**config.mk**
```make
export PLATFORM = sky130hd
export DESIGN_NAME = calc_tag_tracker
export DESIGN_NICKNAME = d
export VERILOG_FILES = /design/src/rtl/calc_tag_tracker.sv
export SDC_FILE = /design/constraint.sdc
export NUM_CORES = 1
export LEC_CHECK = 0
export ABC_AREA = 1
export CORE_UTILIZATION = 30
export DETAILED_ROUTE_END_ITERATION = 10
export PLACE_DENSITY = 0.65
export SYNTH_ARGS = -nofsm -noshare
export SYNTH_HDL_FRONTEND = slang
export SYNTH_SLANG_ARGS = --single-unit
```
**constraint.sdc**
```tcl
create_clock -name ifClk -period 4.1 [get_ports ifClk]
set_input_delay 1.025 -clock ifClk [delete_from_list [all_inputs] [get_ports ifClk]]
set_output_delay 1.025 -clock ifClk [all_outputs]
set_load 0.01 [all_outputs]
```
**src/rtl/calc_tag_tracker.sv**
```systemverilog
// Per-port, per-tag outstanding-request tracker with duplicate, orphan and timeout detection.
// Optional ageing/timeout logic is enabled with `define CALC_TRK_TIMEOUT_EN.
module calc_tag_tracker #(
  parameter int NUM_PORTS      = 4,
  parameter int CMD_WIDTH      = 4,
  parameter int TAG_WIDTH      = 2,
  parameter int RESP_WIDTH     = 2,
  parameter int TIMEOUT_CYCLES = 64,
  parameter int ERR_CNT_WIDTH  = 16
) (
  input  logic                                  ifClk,
  input  logic                                  ifRst,
  input  logic [NUM_PORTS*CMD_WIDTH-1:0]        req_cmd,
  input  logic [NUM_PORTS*TAG_WIDTH-1:0]        req_tag,
  input  logic [NUM_PORTS*RESP_WIDTH-1:0]       resp,
  input  logic [NUM_PORTS*TAG_WIDTH-1:0]        resp_tag,
  output logic [NUM_PORTS*(2**TAG_WIDTH)-1:0]   outstanding,
  output logic [NUM_PORTS*(TAG_WIDTH+1)-1:0]    out_count,
  output logic [NUM_PORTS-1:0]                  err_dup,
  output logic [NUM_PORTS-1:0]                  err_orphan,
  output logic [NUM_PORTS-1:0]                  err_timeout,
  output logic [ERR_CNT_WIDTH-1:0]              err_count,
  output logic                                  idle
);

  localparam int DEPTH = 2**TAG_WIDTH;
  localparam int NENT  = NUM_PORTS*DEPTH;
  localparam int EV_W  = $clog2(NUM_PORTS*(DEPTH+2)+1);
  localparam int SUM_W = ERR_CNT_WIDTH + EV_W;

  logic [NENT-1:0]          valid_q, valid_d;
  logic [NUM_PORTS-1:0]     dup_d, orph_d, to_d;
  logic [EV_W-1:0]          events;
  logic [SUM_W-1:0]         sum;
  logic [ERR_CNT_WIDTH-1:0] cnt_d;

`ifdef CALC_TRK_TIMEOUT_EN
  localparam int AGE_W = $clog2(TIMEOUT_CYCLES);
  logic [AGE_W-1:0] age_q [NENT];
  logic [AGE_W-1:0] age_d [NENT];
`endif

  always_comb begin
    logic issue, rsp, hit_i, hit_r;
    logic [TAG_WIDTH-1:0] it, rt;
    int unsigned idx;
    valid_d = valid_q;
    dup_d   = '0;
    orph_d  = '0;
    to_d    = '0;
    events  = '0;
`ifdef CALC_TRK_TIMEOUT_EN
    age_d   = age_q;
`endif
    for (int unsigned p = 0; p < NUM_PORTS; p++) begin
      issue = |req_cmd[p*CMD_WIDTH +: CMD_WIDTH];
      rsp   = |resp[p*RESP_WIDTH +: RESP_WIDTH];
      it    = req_tag[p*TAG_WIDTH +: TAG_WIDTH];
      rt    = resp_tag[p*TAG_WIDTH +: TAG_WIDTH];
      for (int unsigned t = 0; t < DEPTH; t++) begin
        idx   = p*DEPTH + t;
        hit_i = issue && (it == TAG_WIDTH'(t));
        hit_r = rsp && (rt == TAG_WIDTH'(t));
        if (hit_r && !valid_q[idx]) orph_d[p] = 1'b1;
        // Issue dominates: a same-cycle response only retires the old entry, and a
        // reissue on a live tag restarts its age instead of letting it expire.
        if (hit_i) begin
          if (valid_q[idx] && !hit_r) dup_d[p] = 1'b1;
          valid_d[idx] = 1'b1;
`ifdef CALC_TRK_TIMEOUT_EN
          age_d[idx] = '0;
`endif
        end else if (hit_r) begin
          valid_d[idx] = 1'b0;
        end else if (valid_q[idx]) begin
`ifdef CALC_TRK_TIMEOUT_EN
          if (age_q[idx] == AGE_W'(TIMEOUT_CYCLES-1)) begin
            valid_d[idx] = 1'b0;
            to_d[p]      = 1'b1;
            events       = events + EV_W'(1);
          end else begin
            age_d[idx] = age_q[idx] + AGE_W'(1);
          end
`endif
        end
      end
      events = events + EV_W'(dup_d[p]) + EV_W'(orph_d[p]);
    end
    sum   = SUM_W'(err_count) + SUM_W'(events);
    cnt_d = (|sum[SUM_W-1:ERR_CNT_WIDTH]) ? '1 : sum[ERR_CNT_WIDTH-1:0];
  end

  always_ff @(posedge ifClk or negedge ifRst) begin
    if (!ifRst) begin
      valid_q     <= '0;
      err_dup     <= '0;
      err_orphan  <= '0;
      err_timeout <= '0;
      err_count   <= '0;
    end else begin
      valid_q     <= valid_d;
      err_dup     <= dup_d;
      err_orphan  <= orph_d;
      err_timeout <= to_d;
      err_count   <= cnt_d;
    end
  end

`ifdef CALC_TRK_TIMEOUT_EN
  always_ff @(posedge ifClk or negedge ifRst) begin
    if (!ifRst) begin
      for (int unsigned i = 0; i < NENT; i++) age_q[i] <= '0;
    end else begin
      age_q <= age_d;
    end
  end
`endif

  always_comb begin
    out_count = '0;
    for (int unsigned p = 0; p < NUM_PORTS; p++)
      for (int unsigned t = 0; t < DEPTH; t++)
        out_count[p*(TAG_WIDTH+1) +: TAG_WIDTH+1] =
          out_count[p*(TAG_WIDTH+1) +: TAG_WIDTH+1] + (TAG_WIDTH+1)'(valid_q[p*DEPTH+t]);
  end

  assign outstanding = valid_q;
  assign idle        = ~|valid_q;

endmodule

```
### Yosys cells after proc, flatten, opt, wreduce, memory -nomap -nowiden

Index checks and enable logic that the tools add are counted.

* word-level logic and storage cells: 275
* output and inout port bits: 57
* input port bits: 42
* bits in registers: 40

* reduce and logical (&&, ||, !) cells: 131
* equal/unequal tests: 24
* mux-type cells: 81
* $add $sub $neg: 20

Operators by type and width (number)
* $mux 1: 80
* $logic_and 1x1->1: 64
* $logic_not 1->1: 33
* $eq 2x2->1 const B: 16
* $reduce_bool 2->1: 16
* $add 16x5->17: 1
* $eq 2x1->1 const B: 8
* $logic_not 2->1: 8
* $mux 16: 1
* $reduce_or 16->1: 1
* $reduce_or 4->1: 4
* $add 2x1->3: 5
* $add 5x1->5: 3
* $add 3x1->3: 4
* $add 1x1->2: 5
* $reduce_or 2->1: 4
* $add 4x1->5: 1
* $reduce_or 5->1: 1
* $add 3x1->4: 1

### Logic depth before layout (Yosys ltp)

Gate-level depths: netlist (run 1).

* word-level depth: 22
* depth in mapped cells: 23
* mapped depth without buffers: 23

### Worst setup path before layout (run 1)

Ideal clock, no wire load.

* path kind: input -> register
* start: input resp[5]
* end: register err_count[10]
* required time: 3.971 ns
* data arrival time: 4.572 ns
* stages on the path: 20
* library setup time: 0.129 ns
* slack: -0.601 ns
* buffers on the path: 0
* path through: nor2_1 > o21ai_0 > nor2_1 > nor2_1 > nand3_1 > inv_1 > fa_1 > inv_1 > fa_1 > inv_1 > fa_1 > inv_1 > fa_1 > fa_1 > nand3_1 > nand2_2 > nand2_2 > nor2_2 > nand2_1 > nand3_1

* cells in the longest elaborated chain, start to end: 19
* elaborated cells between the ends (all ways): 36
* those cells by class: add/sub: 5; mux: 13; reduce/logical: 18

Ends and longest elaborated chain
* start, declared: line 15 `input logic [NUM_PORTS*RESP_WIDTH-1:0] resp,`
* $reduce_or 2->1 *: line 57 `rsp = |resp[p*RESP_WIDTH +: RESP_WIDTH];`
* $logic_and 1x1->1: line 63 `hit_r = rsp && (rt == TAG_WIDTH'(t));`
* $logic_not 1->1: line 68 `if (valid_q[idx] && !hit_r) dup_d[p] = 1'b1;`
* $logic_and 1x1->1: line 68
* $mux 1: line 68
* $mux 1: line 67 `if (hit_i) begin`
* $mux 1: line 68
* $mux 1: line 67
* [3 not listed]
* $mux 1 *: line 67
* net dup_d[2]: line 32 `logic [NUM_PORTS-1:0] dup_d, orph_d, to_d;`
* $add 4x1->5 *: line 87 `events = events + EV_W'(dup_d[p]) + EV_W'(orph_d[p]);`
* $add 5x1->5 * (3 in a row): line 87
* $add 16x5->17 *: line 89 `sum = SUM_W'(err_count) + SUM_W'(events);`
* $reduce_or 5->1: line 90 `cnt_d = (|sum[SUM_W-1:ERR_CNT_WIDTH]) ? '1 : sum[ERR_CNT_WIDTH-1:0];`
* $mux 16 *: line 90
* net cnt_d[10]: line 35 `logic [ERR_CNT_WIDTH-1:0] cnt_d;`
* end signal, assigned: line 105 `err_count <= cnt_d;`
* end, declared: line 22 `output logic [ERR_CNT_WIDTH-1:0] err_count,`

Mark *: on every way through the listed nets, which the timed path passes. The rest lies on a longest branch.
A chain may end at the register's enable or synchronous reset.

### Worst setup path in the final report (run 1)

* start: input resp[0]
* end: register err_count[14]

* cells in the longest elaborated chain, start to end: 22
* elaborated cells between the ends (all ways): 39
* those cells by class: add/sub: 8; mux: 13; reduce/logical: 18

Ends and longest elaborated chain (line)
* $reduce_or 2->1 *: 57
* $logic_and 1x1->1: 63
* $logic_not 1->1: 68
* $logic_and 1x1->1: 68
* $mux 1: 68
* $mux 1: 67
* $mux 1: 68
* $mux 1: 67
* [5 not listed]
* $add 2x1->3 *: 87
* $add 3x1->4 *: 87
* $add 4x1->5 *: 87
* $add 5x1->5 * (3 in a row): 87
* $add 16x5->17 *: 89
* $reduce_or 5->1: 90
* $mux 16 *: 90
* net cnt_d[14]: 35

Marks and branches as above.

==> results.cfg, run 1 <==
[sta]
fin_crit_ns = 4.41
finalHoldViolCount = 0
fmaxAchievable_ghz = 0.227
tightestPinTransition_ns = 0.922
rsz0062_at_grt = true
final_max_slew_viol_count = 0
timing.final.ws_setup_ns = -0.311
finalClockSkew_ns = 0.0114
timing.final.crit_share = 1.08
relSlewSlack = 0.385
timing.setup.tns_ns = -4.28
setup_viol = 16

[placed_design]
place_area_um2 = 4180
place_congestion = 0.837
io_buffers = 94
dp_slack_ns = -0.986
dpl.hpwl_mm = 5.98

[detailed_routing]
drtAntennaViolNets = 0
wl_per_cell_um = 12.0
drt_first_iter_violations = 74
drc = 0
wirelength_mm = 7.66
drt-pass1-iter-count = 4
via_count = 2855
viasPerCell = 4.49

[synth]
synth_common_cells = nand2_1, inv_1, nor2_1, dfrtp_1, nand3_1
yosysMostFrequentCell = nand2_1
synth_cells = 385
synth-seq-cells = 40
ys_dominant_reg_cell = dfrtp_1
synth_cell_type_count = 25
syn_area_um2 = 2850
yosysTopAreaCell = dfrtp_1
yosys-top-cells-area = dfrtp_1, nand2_1, inv_1, ha_1, nand3_1
synth.avg_cell_area_um2 = 7.40
yosys_warnings = 0
ys_seq_area_frac = 0.351
synth_edf_count = 0
synth.top_cell.area_share = 0.351
ys_async_sr_fraction = 1.00

[power_and_ir_drop]
vdd_drop_max_mv = 0.228
leakage_uw = 0.00231
power.density_nw_per_um2 = 467
p_total_uw = 2080

[floorplanning]
core_um2 = 9200
start_util = 0.310
io_pins = 99
die_w_um = 99.4
rows = 35
die_h_um = 99.4
die-area_um2 = 9890

[finish]
design_area_um2 = 4460
area_delta_synth_final_pct = 56.5
finish.net_count = 596
multi_input_area_um2 = 1690
ff_latch_area_um2 = 1000
num_antenna_cells = 0
fillers = 897
drive_above_1_share = 0.244

[grt]
grtUsageMet2 = 0.287
grt_overflow = 0
globalRoute.busiestLayer = met2
track_usage = 0.160
grt_pass1_wl_mm = 12.8
antenna_found_initial = 0
grt_max_degree = 41
met3_usage = 0.0309
grt_pass1_vias = 2878
grt_util_met1 = 0.193

[run]
maxCapViolCount = 0

[setup_path]
startpoint_type = primary input
crit_arrival_ns = 4.58
worstPathRequired_ns = 4.27
end_kind = flop
crit_type = in2reg
path_max_fanout = 6

[clock_network]
clkSinkCount = 40
cts_buffers = 5
clk_pin_slew_ns = 0.08
cts_max_path_buffers = 2
cts_hold_buf = 0
cts_root_buf = clkbuf_8
htree_levels = 2
worstSkewPairLatency_ns = 0.29
cts_tree = yes

[outcome]
status = finished, violations left
failed_checks = setup timing

[hold_path]
hold_path_class = reg2reg
## sequential cells by signal, indices dropped and copies added (netlist names)
name	cells
err_dup	4
outstanding	16
err_count	16
err_orphan	4
## per-stage QoR
stage               utilization  instances  hold slack, ns
floorplan                     -        388           0.543
global placement          0.454        618           0.514
detailed placement        0.454        618           0.526
CTS                       0.474        630           0.528
global route              0.485        636           0.571
finish                    0.485        636           0.545
## metal layers
| layer | vias up | share of wire |
|---|---|---|
| met5 | - | 0 |
| met4 | 0 | 0.010 |
| met3 | 6 | 0.049 |
| met2 | 73 | 0.50 |
| met1 | 1310 | 0.44 |
| li1 | 1466 | - |
## worst paths after layout
kind,endpoint,from,depth (start not counted),slack [ns]
max reg2reg,err_count[14]$_DFF_PN0_,outstanding[10]$_DFFE_PN0P_,19,0.39
min in group asynchronous,outstanding[15]$_DFFE_PN0P_,ifRst,1,0.87
min,outstanding[7]$_DFFE_PN0P_,outstanding[7]$_DFFE_PN0P_,2,0.55
max,err_count[14]$_DFF_PN0_,resp[0],23,-0.31
max in group asynchronous,outstanding[6]$_DFFE_PN0P_,ifRst,1,2.65
min reg2reg,outstanding[7]$_DFFE_PN0P_,outstanding[7]$_DFFE_PN0P_,2,0.55
## what timing repair did
| action | CTS | global route |
|---|---|---|
| endpoints found under the setup margin | 16 | 16 |
| buffers inserted | 7 | 6 |
| gates resized for setup | 91 | 18 |
| gates cloned | 0 | 0 |
| pin swaps | 20 | 3 |
## cell families after synthesis
kind of cell | Yosys count | synth area share
AOI/OAI and AO/OA | 14 | 0.0277
DFF | 40 | 0.351
and+or+nand+nor | 216 | 0.349
other | 1 | 0.00132
buffers and inverters | 84 | 0.119
xor gates and xnor gates | 3 | 0.00923
adders and majority gates | 27 | 0.142
## report_power, final
part | leakage, uW | switching (uW) | internal, uW
Combinational | 0.00180 | 632 | 654
Clock | 0.0000359 | 128 | 110
Sequential | 0.000479 | 79.2 | 480
Total | 0.00231 | 839 | 1240
## layout by cell type (no fill, tap or decap)
cell | Yosys | final
a21oi_1 | 2 | 2
buf_12 | 0 | 1
buf_2 | 1 | 6
buf_4 | 4 | 41
buf_6 | 1 | 6
clkbuf_8 | 0 | 5
clkdlybuf4s15_1 | 0 | 9
clkdlybuf4s15_2 | 0 | 2
clkdlybuf4s50_1 | 0 | 73
conb_1 | 1 | 4
dfrtp_1 | 40 | 40
fa_1 | 9 | 7
fa_2 | 0 | 2
ha_1 | 18 | 18
inv_1 | 77 | 67
inv_2 | 1 | 11
nand2_1 | 90 | 77
nand2_2 | 5 | 16
nand2_4 | 0 | 2
nand3_1 | 40 | 34
nand3_2 | 8 | 12
nand3_4 | 1 | 3
nand3b_1 | 1 | 1
nand4_1 | 8 | 8
nor2_1 | 47 | 40
nor2_2 | 7 | 11
nor2_4 | 0 | 3
nor3_1 | 6 | 2
nor3_2 | 0 | 2
nor3_4 | 0 | 2
o21ai_1 | 0 | 2
o21ai_2 | 0 | 3
o22ai_1 | 7 | 7
or2_1 | 3 | 3
xnor2_1 | 1 | 1
xor2_1 | 2 | 2
## final cells by class
cell class,instances,share of cell area
sequential,40,0.225
inverter,78,0.0657
clock buffer,5,0.0154
multi-input combinational,264,0.379
timing repair buffer,138,0.285
tap,111,0.0312
## worst max-delay path, cell delays in order
cell and delay (ns):
buf_6 0.09, nor2_4 0.18, inv_2 0.07, nand3_2 0.07, nand2_2 0.06, nor2_2 0.11
nor2_2 0.06, inv_1 0.06, nor2_2 0.05, fa_1 0.47, inv_1 0.05, fa_1 0.49
inv_2 0.04, fa_1 0.49, inv_2 0.04, fa_2 0.35, fa_2 0.36, nand3_2 0.09
nand2_4 0.09, nand2_4 0.11, nor2_4 0.04, nand2_2 0.08, nand3_1 0.08
Note: power is estimated with default switching activity, not from simulation.
==> inputs of run 2 (changes only) <==
Settings changed: GPL_ROUTABILITY_DRIVEN set to 0.
==> results of run 2 <==
The final DEF is identical to that of run 1; final timing and power are the same.
==> inputs of run 3 (changes only) <==
Settings changed: CTS_CLUSTER_DIAMETER set to 100.
==> results of run 3 <==
The final DEF is identical to that of run 1; final timing and power are the same.
